==> src/rtl/imul_int_mul_var_lat.sv <==
`default_nettype none
// ============================================================================
// imul_int_mul_var_lat : variable-latency shift-add multiplier (MUL/MULH/MULHSU/MULHU)
// Optional macro LAB2_IMUL_CYCLE_CNT_EN adds last_lat. Rev 1.0
// ============================================================================
module imul_int_mul_var_lat #(
    parameter int NBITS     = 32,
    parameter int MAX_SHAMT = 8
) (
    input  logic                 clk,
    input  logic                 reset,
    input  logic                 istream_val,
    output logic                 istream_rdy,
    input  logic [2*NBITS+1:0]   istream_msg,
    output logic                 ostream_val,
    input  logic                 ostream_rdy,
    output logic [NBITS-1:0]     ostream_msg
`ifdef LAB2_IMUL_CYCLE_CNT_EN
    ,
    output logic [7:0]           last_lat
`endif
);

    localparam int c_SH_W = $clog2(MAX_SHAMT + 1);
    localparam logic [1:0] c_OP_MUL    = 2'd0;
    localparam logic [1:0] c_OP_MULH   = 2'd1;
    localparam logic [1:0] c_OP_MULHU  = 2'd3;

    typedef enum logic [1:0] {
        ST_IDLE = 2'd0,
        ST_CALC = 2'd1,
        ST_SIGN = 2'd2,
        ST_DONE = 2'd3
    } state_t;

    state_t               state_q;
    logic [1:0]           op_q;
    logic                 sign_q;
    logic [2*NBITS-1:0]   a_q;
    logic [NBITS-1:0]     b_q;
    logic [2*NBITS-1:0]   acc_q;

    logic [1:0]           w_op;
    logic [NBITS-1:0]     w_a;
    logic [NBITS-1:0]     w_b;
    logic                 w_a_neg;
    logic                 w_b_neg;
    logic [NBITS-1:0]     w_a_mag;
    logic [NBITS-1:0]     w_b_mag;
    logic                 w_accept;
    logic [c_SH_W-1:0]    w_tz;

    assign w_op    = istream_msg[2*NBITS+1:2*NBITS];
    assign w_a     = istream_msg[2*NBITS-1:NBITS];
    assign w_b     = istream_msg[NBITS-1:0];
    // a is signed for every op but MULHU; b only for MUL and MULH
    assign w_a_neg = (w_op != c_OP_MULHU) && w_a[NBITS-1];
    assign w_b_neg = ((w_op == c_OP_MUL) || (w_op == c_OP_MULH)) && w_b[NBITS-1];
    assign w_a_mag = w_a_neg ? (~w_a + 1'b1) : w_a;
    assign w_b_mag = w_b_neg ? (~w_b + 1'b1) : w_b;

    assign istream_rdy = (state_q == ST_IDLE) || ((state_q == ST_DONE) && ostream_rdy);
    assign w_accept    = istream_val && istream_rdy;
    assign ostream_val = (state_q == ST_DONE);
    assign ostream_msg = (state_q != ST_DONE) ? '0 :
                         (op_q == c_OP_MUL)   ? acc_q[NBITS-1:0] : acc_q[2*NBITS-1:NBITS];

    // Lowest set bit in the low MAX_SHAMT bits of B; MAX_SHAMT when none is set
    always_comb begin
        w_tz = c_SH_W'(MAX_SHAMT);
        for (int i = MAX_SHAMT - 1; i >= 0; i--) begin
            if (b_q[i]) w_tz = c_SH_W'(i);
        end
    end

    always_ff @(posedge clk) begin
        if (reset) begin
            state_q <= ST_IDLE;
            op_q    <= '0;
            sign_q  <= 1'b0;
            a_q     <= '0;
            b_q     <= '0;
            acc_q   <= '0;
        end else if (w_accept) begin
            state_q <= ST_CALC;
            op_q    <= w_op;
            sign_q  <= w_a_neg ^ w_b_neg;
            a_q     <= {{NBITS{1'b0}}, w_a_mag};
            b_q     <= w_b_mag;
            acc_q   <= '0;
        end else begin
            case (state_q)
                ST_CALC: begin
                    if (b_q == '0) begin
                        state_q <= ST_SIGN;
                    end else if (b_q[0]) begin
                        acc_q <= acc_q + a_q;
                        a_q   <= a_q << 1;
                        b_q   <= b_q >> 1;
                    end else begin
                        a_q <= a_q << w_tz;
                        b_q <= b_q >> w_tz;
                    end
                end
                ST_SIGN: begin
                    if (sign_q) acc_q <= ~acc_q + 1'b1;
                    state_q <= ST_DONE;
                end
                ST_DONE: begin
                    if (ostream_rdy) state_q <= ST_IDLE;
                end
                default: state_q <= ST_IDLE;
            endcase
        end
    end

`ifdef LAB2_IMUL_CYCLE_CNT_EN
    logic [7:0] cnt_q;
    logic [7:0] last_lat_q;
    logic [7:0] w_cnt_inc;

    assign w_cnt_inc = (cnt_q == 8'hFF) ? cnt_q : cnt_q + 8'd1;
    assign last_lat  = last_lat_q;

    always_ff @(posedge clk) begin
        if (reset) begin
            cnt_q      <= '0;
            last_lat_q <= '0;
        end else begin
            if (w_accept) begin
                cnt_q <= '0;
            end else if ((state_q == ST_CALC) || (state_q == ST_SIGN)) begin
                cnt_q <= w_cnt_inc;
            end
            // The SIGN cycle itself counts, so capture the incremented value
            if (state_q == ST_SIGN) last_lat_q <= w_cnt_inc;
        end
    end
`endif

endmodule
`default_nettype wire

==> config.mk <==
export PLATFORM = sky130hd
export DESIGN_NAME = imul_int_mul_var_lat
export DESIGN_NICKNAME = d
export VERILOG_FILES = /design/src/rtl/imul_int_mul_var_lat.sv
export SDC_FILE = /design/constraint.sdc
export NUM_CORES = 1
export LEC_CHECK = 0
export ABC_AREA = 1
export BUFFER_PORTS_ARGS = -buffer_cell sky130_fd_sc_hd__clkbuf_2
export CAP_MARGIN = 20
export CORE_MARGIN = 5
export CORE_UTILIZATION = 40
export DETAILED_ROUTE_END_ITERATION = 6
export GPL_ROUTABILITY_DRIVEN = 0
export PLACE_DENSITY = 0.56
export SYNTH_ARGS = -nofsm -noshare
export SYNTH_HDL_FRONTEND = slang
export SYNTH_SLANG_ARGS = --single-unit
==> constraint.sdc <==
create_clock -name clk -period 3.44 [get_ports clk]
set_input_delay 0.172 -clock clk [delete_from_list [all_inputs] [get_ports clk]]
set_output_delay 0.172 -clock clk [all_outputs]
set_load 0.05 [all_outputs]
Word level (Yosys, flattened, before mapping). Cells that the tools add are included.

Register bits after elaboration: 165. Input port bits: 70. Output and inout port bits: 34. Logic and storage cells: 79.

Add/sub/neg operators: 4. Equal/unequal tests: 14. Shifts and indexed selects: 2. Multiplexer cells: 28. Bitwise operators: 5. Reduce and logical (&&, ||, !) cells: 18.

Operators with widths (count): 2-to-1 mux 32 bit (11); 2-to-1 mux 64 bit (4); one-hot mux 64 bit (2 select lines) (1); adder 32 x 1 -> 32 bit, second input constant (2); adder 64 x 1 -> 64 bit, second input constant (1); adder 64 bit (1); NOT 32 bit (2); NOT 64 bit (1); left shift 64 x 4 -> 64 bit (1); logical NOT 32 bit (1); 2-to-1 mux 4 bit (8); right shift 32 x 4 -> 32 bit (1); != test 2 bit, second input constant (7); AND reduction 2 bit (4); logical NOT 2 bit (3); one-hot mux 2 bit (3 select lines) (1); == test 2 x 1 -> 1 bit, second input constant (2); == test 2 bit, second input constant (2); logical AND 1 bit (4); 2-to-1 mux 2 bit (2); AND reduction 4 bit (1); nonzero test 2 bit (2); != test 3 x 1 -> 1 bit, second input constant (1); != test 3 bit, second input constant (1); other kinds (6) (7).

Depth between registers and ports, before layout.
Word-level depth: 13. Depth in mapped cells: 18. Gate-level depth less buffers: 17.

Least setup slack after synthesis. OpenSTA, ideal clock, no wires.

Path type: reg2reg. Start point: reg state_q[0]. End point: reg a_q[30]. Setup time: 0.109 ns. Data arrival time: 2.538 ns. Data required time: 3.331 ns. Slack: 0.793 ns. Cell stages (with the launch flop): 13. Buffers on the path: 2. Clock period less this slack: 2.647 ns. Path through: dfxtp_1 > ha_1 > nand2_1 > nand2_1 > nand2_1 > inv_2 > buf_2 > clkbuf_1 > nand3_1 > nand2_1 > inv_1 > nand2_1 > inv_1.

Longest elaborated chain between the ends: 6. Elaborated cells on any way between the ends: 10. Those cells by class: eq/ne (3); mux (1); reduce/logical (6).

RTL lines: start: declaration (RTL line 36) `state_t state_q;`; start signal: assignment (RTL line 78) `state_q <= ST_IDLE;`; start signal: assignment (RTL line 85) `state_q <= ST_CALC;`; start signal: assignment (RTL line 95) `state_q <= ST_SIGN;`; == test 2 bit (*); via ostream_val (RTL line 15) `output logic ostream_val,`; logical AND 1 bit (*) (RTL line 62) `assign istream_rdy = (state_q == ST_IDLE) || ((state_q == ST_DONE) && ostream_rdy);`; logical OR 1 bit (*) (RTL line 62); via istream_rdy (RTL line 13) `output logic istream_rdy,`; logical AND 1 bit (*) (RTL line 63) `assign w_accept = istream_val && istream_rdy;`; != test 2 bit (no line) / nonzero test 2 bit (equally long branches); AND reduction 2 bit (no line); end signal: assignment (RTL line 88) `a_q <= {{NBITS{1'b0}}, w_a_mag};`; end signal: assignment (RTL line 98) `a_q <= a_q << 1;`; end signal: assignment (RTL line 101) `a_q <= a_q << w_tz;`; end: declaration (RTL line 39) `logic [2*NBITS-1:0] a_q;`.

Mark *: on every way through the listed nets, which the timed path passes. The rest lies on a longest branch. A chain may end at the register's enable or synchronous reset.

Worst setup path in the final report.
Start point: reg b_q[0]. End point: reg a_q[40].

Longest elaborated chain between the ends: 3. Elaborated cells on any way between the ends: 6. Those cells by class: shift (1); mux (2); bitwise (1); reduce/logical (2).

RTL lines: start: declaration (RTL line 40) `logic [NBITS-1:0] b_q;`; start signal: assignment (RTL line 89) `b_q <= w_b_mag;`; start signal: assignment (RTL line 99) `b_q <= b_q >> 1;`; start signal: assignment (RTL line 102) `b_q <= b_q >> w_tz;`; 2-to-1 mux 4 bit / logical NOT 32 bit (equally long branches) (RTL line 72, 94); left shift 64 x 4 -> 64 bit / NOT 1 bit (equally long branches); 2-to-1 mux 64 bit / AND reduction 2 bit (equally long branches).

Several ways; a longest one is shown, not always the timed one.

==> results.cfg <==
[outcome]
run_status = complete, no violations

[die]
die_h_um = 237
rows = 83
core_area_um2 = 51300
pin_count = 104
die_x_um = 237
die-area_um2 = 56300
start_util = 0.403

[global_route]
grt_max_degree = 100
grt_pass1_vias = 23704
grt_pass1_wl_um = 141000
gr-total-overflow = 0
grt_usage = 0.317
antenna_found_initial = 0

[yosys]
synthFlopType = dfxtp_1
ys_ff_latch = 165
ys_warn_count = 0
yosysUniqueCellTypes = 53
async_reset_ff_frac = 0
syn_avg_cell_area_um2 = 5.37
synth_area_um2 = 20700
ys_seq_area_frac = 0.160
synth_edf_count = 0
syn_nets = 3994
syn_inst = 3853

[route]
wl_um = 93000
routedWlPerCell_um = 20.4
drt_iter0_markers = 3617
drtAntennaViolNets = 0
vias = 26410
routed_via_density = 5.80
drc_errors = 0
drt_first_pass_iters = 7

[pwr]
p_leak_nw = 10.6
vdd_ir_drop_max_v = 0.000496
powerDensity_nw_per_um2 = 814

[timing]
timing.final.crit_share = 0.836
fin_crit_ps = 2880
tightest_slew_ps = 822
hold_viol_final = 0
maxSlewViolCount = 0
setup_viol = 0
slew_headroom = 0.451
fin_skew_ps = 12.6
fin_tns_setup_ps = 0
fmax_mhz = 348
rsz0062_at_grt = no
hold_ws_ps = 25.9

[clocking]
clock_sinks = 165
h-tree-depth = 4
root_buffer = clkbuf_16
path_clk_slew_ps = 80
insertion_delay_ps = 520
numCtsBuffers = 17
ctsResizeCount = 0
cts_tree = built
clock_path_buffers = 2

[worst_hold_path]
whs_path_depth = 4
min_path_type = input pin to flop

[setup_path]
critPathMaxFanout = 28
startpoint_type = flop
cp-end-kind = flop
crit_type = flop to flop
worstPathRequired_ps = 3880
reg2reg_depth = 12
arrival_ps = 3320

[place]
portBuffers = 103
dpl.hpwl_um = 72400

[final_layout]
syn2layout_area_growth_pct = 8.57
drive_above_1_share = 0.0630
fin_nets = 4002
antenna_cells = 0

[flow_run]
cap_viol_max_count = 0
==> layer usage <==
layer	global-route usage	routed length (µm)
met5	0	0
met4	0.109	3100
met3	0.0689	11200
met2	0.457	37800
met1	0.466	40900
==> layout by cell type (no fill, tap or decap), types with 9 or more instances in the layout <==
cell type,instances
xor2_1,51
o21ai_1,61
nand4_1,54
ha_1,69
o211ai_1,57
nor3_1,51
and2_1,9
or2_2,13
nand3_1,410
clkbuf_2,103
nand2_1,946
a31oi_1,27
a21oi_1,387
o21ai_0,383
nor2_1,411
inv_2,13
dfxtp_1,164
buf_4,49
nand3b_1,13
clkbuf_16,17
inv_1,471
==> flip-flops by register name, summed over array words and instances, names as in the netlist <==
| name | flops |
|---|---|
| a_q | 64 |
| acc_q | 64 |
| b_q | 32 |
| op_q | 2 |
| state_q | 2 |
| sign_q | 1 |
==> cells in the mapped netlist (5+ instances only) <==
master,number,area share
nand2_2,5,0.0015
o21bai_1,8,0.0029
nor3_1,51,0.012
clkbuf_1,89,0.016
o221ai_1,8,0.0034
xor2_1,51,0.022
o21ai_0,383,0.093
nor4_1,7,0.0021
dfxtp_1,165,0.16
nand3_1,410,0.099
nand4_1,54,0.016
a21oi_1,387,0.094
buf_1,9,0.0016
o211ai_1,57,0.021
inv_2,11,0.0020
xnor2_1,7,0.0030
a31oi_1,27,0.0082
nor2_1,414,0.075
nand3b_1,13,0.0047
inv_1,473,0.086
nand2_1,948,0.17
or2_2,13,0.0039
ha_1,70,0.042
buf_6,7,0.0038
buf_2,54,0.013
and2_1,9,0.0027
o21ai_1,61,0.015
buf_4,14,0.0051
==> worst max-delay path, cell delays in order (launching register included) <==
cell and delay [ps]:
dfxtp_2 770, inv_2 240, nand2_2 370, nand2_4 120, inv_1 490, nand2_1 110
nand2_1 130, nand2_1 50, o21ai_1 140, inv_1 60, o21ai_0 140, inv_1 50
a21oi_1 110
==> cell type report <==
type / instances / area (µm²)
clock buffers: 19 / 443
repair buffers: 162 / 1060
inverters: 485 / 1820
clock inverters: 13 / 205
fillers: 5811 / 28800
well taps: 680 / 851
flip-flops and latches: 165 / 3300
multi-input cells: 3030 / 14800
==> final timing paths <==
path / to / slack [ps] / startpoint
worst min-delay path: a_q[27] / 30 / istream_msg[59]
worst min register to register: b_q[6] / 480 / b_q[6]
worst max register to register: a_q[40] / 560 / b_q[0]
worst max-delay path: a_q[40] / 560 / b_q[0]
==> where the power goes <==
group          switching (W)  internal (W)
logic                0.00917       0.00377
registers           0.000783       0.00230
clock network       0.000961       0.00130
total                 0.0109       0.00737
==> timing repair <==
| item | CTS | global route |
|---|---|---|
| buffers inserted | 0 | 0 |
| endpoints found under the hold margin | 2 | 0 |
| hold buffers | 2 | 0 |
==> metrics by stage <==
stage	area, µm²	total power [W]	cells	utilization	setup slack [ps]
after global placement	21800	0.0156	4520	0.425	718
after floorplan	20700	0.0119	3853	-	793
after global routing	22500	0.0196	4554	0.438	386
after CTS	22500	0.0179	4554	0.438	675
final	22500	0.0183	4554	0.438	564
after detailed placement	21800	0.0155	4520	0.425	700
==> logic make-up after synthesis <==
logic type               count (synthesis)  synth area share
AND/OR/NAND/NOR                       1943             0.398
adder cells (fa/ha/maj)                 71            0.0433
flip-flops                             165             0.160
AO/OA/AOI/OAI                          958             0.247
XOR/XNOR                                58            0.0246
buffers and inverters                  658             0.128
Power figures use the tool's default switching activity.
